File: src/rtl/sysref_phase_tracker_pkg.sv
// sysref_phase_tracker_pkg: tracker state encodings and default counter width.
package sysref_phase_tracker_pkg;
  localparam int DEFAULT_COUNTER_WIDTH = 8;
  localparam logic [1:0] SEARCH  = 2'b00;
  localparam logic [1:0] ACQUIRE = 2'b01;
  localparam logic [1:0] LOCKED  = 2'b10;
endpackage

File: src/rtl/sysref_interval_meter.sv
// sysref_interval_meter: SYSREF rising-edge detect with a saturating interval counter.
module sysref_interval_meter import sysref_phase_tracker_pkg::*; #(
  parameter int COUNTER_WIDTH = DEFAULT_COUNTER_WIDTH
) (
  input  logic                     adcClk,
  input  logic                     adcResetN,
  input  logic                     sysref,
  output logic                     sysrefEdge,
  output logic [COUNTER_WIDTH-1:0] measCnt,
  output logic [COUNTER_WIDTH-1:0] lastInterval,
  output logic                     saturated
);
  logic sysrefPrev;
  assign sysrefEdge = sysref & ~sysrefPrev;
  assign saturated = &measCnt;
  always_ff @(posedge adcClk or negedge adcResetN)
    if (!adcResetN) begin
      sysrefPrev <= 1'b1;  // SYSREF already high at reset release is not an edge
      measCnt <= '0;
      lastInterval <= '0;
    end else begin
      sysrefPrev <= sysref;
      measCnt <= sysrefEdge ? '0 : saturated ? measCnt : measCnt + 1'b1;
      lastInterval <= sysrefEdge ? measCnt : lastInterval;
    end
endmodule

File: src/rtl/sysref_phase_tracker.sv
// sysref_phase_tracker: locks a free-running phase counter to the SYSREF interval and flags slips.
module sysref_phase_tracker import sysref_phase_tracker_pkg::*; #(
  parameter int COUNTER_WIDTH = DEFAULT_COUNTER_WIDTH,
  parameter int LOCK_COUNT = 4,
  parameter int ERR_WIDTH = 8
) (
  input  logic                     adcClk,
  input  logic                     adcResetN,
  input  logic                     user_sysref_adc,
  input  logic [COUNTER_WIDTH-1:0] expectedPeriodM1,
  input  logic                     autoRelock,
  input  logic                     relock,
  input  logic                     clearErrors,
  output logic                     sysrefTick,
  output logic [COUNTER_WIDTH-1:0] phase,
  output logic                     locked,
  output logic [1:0]               state,
  output logic [COUNTER_WIDTH-1:0] lastInterval,
  output logic [ERR_WIDTH-1:0]     mismatchCount
);
  localparam int GW = $clog2(LOCK_COUNT + 1);
  logic sysrefEdge, saturated, wrap, mismatch, goodHit, tickNext;
  logic [COUNTER_WIDTH-1:0] measCnt, periodLatched, periodNext, phaseNext;
  logic [GW-1:0] goodCount, goodNext;
  logic [1:0] stateNext;
  logic [ERR_WIDTH-1:0] errNext;
  sysref_interval_meter #(.COUNTER_WIDTH(COUNTER_WIDTH)) meter (
    .adcClk(adcClk),
    .adcResetN(adcResetN),
    .sysref(user_sysref_adc),
    .sysrefEdge(sysrefEdge),
    .measCnt(measCnt),
    .lastInterval(lastInterval),
    .saturated(saturated)
  );
  assign wrap = phase == periodLatched;
  assign goodHit = measCnt == expectedPeriodM1;
  // An edge is only on time in the cycle the phase sits at its wrap point
  assign mismatch = state == LOCKED && sysrefEdge && !wrap && !relock;
  assign errNext = clearErrors ? '0 : (mismatch && !(&mismatchCount)) ? mismatchCount + 1'b1 : mismatchCount;
  always_comb begin
    stateNext = state;
    goodNext = goodCount;
    phaseNext = '0;
    tickNext = 1'b0;
    periodNext = periodLatched;
    if (relock) begin
      stateNext = SEARCH;
      goodNext = '0;
    end else if (state == SEARCH) begin
      goodNext = '0;
      stateNext = (sysrefEdge && expectedPeriodM1 != '0) ? ACQUIRE : SEARCH;
    end else if (state == ACQUIRE) begin
      if (sysrefEdge) begin
        goodNext = goodHit ? goodCount + 1'b1 : '0;
        if (goodHit && goodCount == GW'(LOCK_COUNT - 1)) begin
          stateNext = LOCKED;
          goodNext = '0;
          periodNext = expectedPeriodM1;
          tickNext = 1'b1;
        end
      end else if (saturated) begin
        stateNext = SEARCH;
        goodNext = '0;
      end
    end else if (state == LOCKED) begin
      if (mismatch && autoRelock) begin
        stateNext = ACQUIRE;
        goodNext = '0;
      end else begin
        phaseNext = wrap ? '0 : phase + 1'b1;
        tickNext = wrap;
      end
    end else begin
      stateNext = SEARCH;
      goodNext = '0;
    end
  end
  always_ff @(posedge adcClk or negedge adcResetN)
    if (!adcResetN) begin
      state <= SEARCH;
      locked <= 1'b0;
      goodCount <= '0;
      phase <= '0;
      sysrefTick <= 1'b0;
      periodLatched <= '0;
      mismatchCount <= '0;
    end else begin
      state <= stateNext;
      locked <= stateNext == LOCKED;
      goodCount <= goodNext;
      phase <= phaseNext;
      sysrefTick <= tickNext;
      periodLatched <= periodNext;
      mismatchCount <= errNext;
    end
endmodule
File: config.mk
export PLATFORM = sky130hd
export DESIGN_NAME = sysref_phase_tracker
export DESIGN_NICKNAME = d
export VERILOG_FILES = /design/src/rtl/sysref_phase_tracker_pkg.sv /design/src/rtl/sysref_interval_meter.sv /design/src/rtl/sysref_phase_tracker.sv
export SDC_FILE = /design/constraint.sdc
export NUM_CORES = 1
export LEC_CHECK = 0
export ABC_AREA = 1
export CORE_UTILIZATION = 58
export CTS_CLUSTER_DIAMETER = 50
export DETAILED_ROUTE_END_ITERATION = 8
export GPL_TIMING_DRIVEN = 0
export PLACE_DENSITY = 0.85
export SKIP_LAST_GASP = 1
export SYNTH_ARGS = -nofsm -noshare
export SYNTH_HDL_FRONTEND = slang
export SYNTH_HIERARCHICAL = 1
export SYNTH_SLANG_ARGS = --single-unit
export TNS_END_PERCENT = 30
File: constraint.sdc
create_clock -name adcClk -period 4.6 [get_ports adcClk]
set_input_delay 0.92 -clock adcClk [delete_from_list [all_inputs] [get_ports adcClk]]
set_output_delay 0.92 -clock adcClk [all_outputs]
set_load 0.02 [all_outputs]
==> impl_metrics.csv <==
group,metric,value,unit
critical_path,path_delay_family,"buffers and inverters",
global_route,grt_start_max_net_pins,29,
pwr,power,915,uW
logic_synthesis,syn_avg_cell_area,8.40,um2
critical_path,path_cells,"clkdlybuf4s50_1 -> inv_1 -> or2_1 -> buf_6 -> inv_1 -> inv_1 -> nor2_4 -> nand3_2 -> nand2_2 -> nand2_1 -> nand2_1 -> nand2_1",
logic_synthesis,synth_cell_types,31,
worst_hold_path,hold_class,"reg2reg",
critical_path,crit_type,"in2reg",
logic_synthesis,synth-edff-count,0,
global_route,grt_overflow,0,
cts,cts_inserted_buffers,5,
cts,clkSinkCount,48,
floorplan,num_rows,24,
cts,cts_tree,"built",
floorplan,io_pins,42,
placement,dp_hpwl,4080,um
critical_path,critPathMaxStageDelay,0.47,ns
cts,root_buffer,"clkbuf_8",
cts,cts.htree.levels,2,
floorplan,die_h,70.3,um
logic_synthesis,synth.area.top_cells,"dfrtp_1 43%, nand2_1 14%, nand3_1 4.6%, o21ai_2 4.2%, xnor2_1 4.2%",
finish,num_antenna_cells,0,
logic_synthesis,ys_seq_area_share,44.4,%
sta,period_share,57.0,%
cts,clockBufferDepth,2,
global_route,grt_antenna_before_repair,0,
logic_synthesis,syn_inst,322,
sta,rsz0062_at_grt,"false",
detailed_routing,drt-total-wl,5430,um
logic_synthesis,syn-num-nets,341,
logic_synthesis,async_flop_share,100,%
flow_run,cap_violations,0,
pwr,p_leak,1.59,nW
detailed_routing,vias,2205,
cts,path_clk_slew,0.08,ns
sta,clock.fmax,0.381,GHz
finish,nNetsFinal,390,
critical_path,critPathMaxFanout,7,
finish,area_growth,21.5,%
logic_synthesis,yosys_most_used_dff,"dfrtp_1",
placement,dp.cells,416,
logic_synthesis,ys_ff_latch,48,
sta,setup_violations,0,
global_route,grt_use_total,24.0,%
detailed_routing,postRouteAntennaNets,0,
outcome,status,"finished clean",
finish,post-route-util,74.4,%
critical_path,critical_path.slowest_cell,"clkdlybuf4s50_1",
cts,post-cts-setup-buffers,0,
sta,finalHoldWorstSlack,0.487,ns
critical_path,rrSetupSlack,2.72,ns
cts,cts.repair.resized,0,
cts,clock_latency,0.30,ns
sta,max_slew_margin,66.9,%
floorplan,core-area,0.00441,mm2
critical_path,cp.arrival,2.82,ns
pwr,peakVddDrop,0.286,mV
logic_synthesis,synth_area,0.00271,mm2
sta,finClkSkew,0.00375,ns
sta,finalHoldViolations,0,
floorplan,die_area,0.00494,mm2
global_route,grt_pass1_vias,2145,
critical_path,cp-start-kind,"primary input",
logic_synthesis,ys.warnings.count,6,
detailed_routing,post-route-drc-count,0,
detailed_routing,wire_per_inst,12.8,um
floorplan,initial_core_util,61.3,%
pwr,p_per_area,279,mW/mm2
critical_path,required,4.80,ns
detailed_routing,drt_pass1_iterations,4,
sta,slew_violations,0,
sta,fin_crit,2.62,ns
placement,io_buffers,41,
finish,fin_cells,424,
critical_path,end_kind,"flop",
finish,drive_above_1_share,16.1,%
critical_path,worst-path-buf-inv,5,
logic_synthesis,yosysTopAreaCell,"dfrtp_1",
detailed_routing,vias_per_cell,5.20,
logic_synthesis,synth_top_area_share,43.5,%
global_route,grt_pass1_wl,9380,um
placement,gp_congestion,0.868,
sta,fin_setup_tns,0,ns
detailed_routing,drt-initial-drc-count,133,
floorplan,die_width,70.3,um
sta,tightest_slew,0.496,ns
cts,cts_hold_buf,0,
==> registers in the layout, indices dropped and copies added, names as in the netlist <==
signal,cells
meter/lastInterval,8
meter/measCnt,8
mismatchCount,8
periodLatched,8
phase,8
goodCount,3
state,2
locked,1
meter/sysrefPrev,1
sysrefTick,1
==> kinds of logic (layout without fill, tap and decap cells) <==
| logic type | Yosys count | after routing | share of synthesized area [%] |
|---|---|---|---|
| compound gates | 23 | 23 | 6.11 |
| simple gates | 183 | 183 | 33.5 |
| fa+ha+maj | 5 | 5 | 2.31 |
| buf+inv | 44 | 94 | 7.45 |
| flops | 48 | 48 | 44.4 |
| xor+xnor | 19 | 19 | 6.15 |
==> cell type report <==
| type | instances | area [um2] |
|---|---|---|
| multi-input combinational | 230 | 1300 |
| timing repair buffer | 42 | 425 |
| tap | 52 | 65.1 |
| buffer | 5 | 50.0 |
| inverter | 39 | 151 |
| clock buffer | 8 | 90.1 |
| sequential | 48 | 1200 |
| fill | 350 | 1130 |
==> tightest hold or removal path, stage by stage (launching register included) <==
cell	delay, ns
dfrtp_1	0.36
nand2_1	0.05
nand2_1	0.05
==> Yosys cell counts, drive strengths merged (2+ instances only) <==
cell   instances
inv           38
buf            5
xnor2         13
a21oi          2
nor3b          2
xor2           6
nor3           4
dfrtp         47
ha             5
nand3         32
nand2        107
o21ai         20
nand4          6
nor2          29
==> layout by cell type, fill, tap and decap left out <==
cell / count
a21oi_1: 2
a31oi_1: 1
and3_1: 1
and3b_2: 1
buf_12: 1
buf_2: 2
buf_6: 4
clkbuf_1: 2
clkbuf_8: 6
clkdlybuf4s50_1: 40
clkinv_4: 1
dfrtp_1: 47
dfstp_2: 1
ha_1: 5
inv_1: 30
inv_2: 8
nand2_1: 98
nand2_2: 5
nand2_4: 4
nand3_1: 25
nand3_2: 5
nand3_4: 2
nand4_1: 6
nor2_1: 24
nor2_2: 1
nor2_4: 4
nor3_1: 3
nor3_4: 1
nor3b_1: 1
nor3b_2: 1
o21ai_0: 7
o21ai_2: 13
or2_1: 1
xnor2_1: 13
xor2_1: 6
==> final timing paths <==
kind	start	endpoint	cells after the start
max	user_sysref_adc	goodCount[2]	12
max reg2reg	meter/sysrefPrev	goodCount[2]	10
min in group asynchronous	adcResetN	phase[1]	1
max in group asynchronous	adcResetN	meter/lastInterval[4]	2
min reg2reg	goodCount[1]	goodCount[1]	2
min	goodCount[1]	goodCount[1]	2
==> routing by layer <==
metal	wire length (um)	global-route usage (%)	vias to the layer above
met5	0	0	-
met2	2600	38.1	52
met3	222	5.34	9
met4	84	8.67	0
li1	-	-	1115
met1	2520	32.4	1029
==> power by group <==
part           internal, mW  switching, mW  total, mW
combinational        0.0750         0.0972      0.172
clock                 0.123          0.139      0.261
sequential            0.449         0.0325      0.482
total                 0.647          0.268      0.915
==> through the flow <==
step / worst slack [ns] / area (um2)
floorplan: 2.41 / 2710
global placement: 1.24 / 3180
detailed placement: 1.65 / 3200
CTS: 1.98 / 3290
global route: 1.87 / 3290
finish: 1.98 / 3290
(Power assumes the default switching activity.)
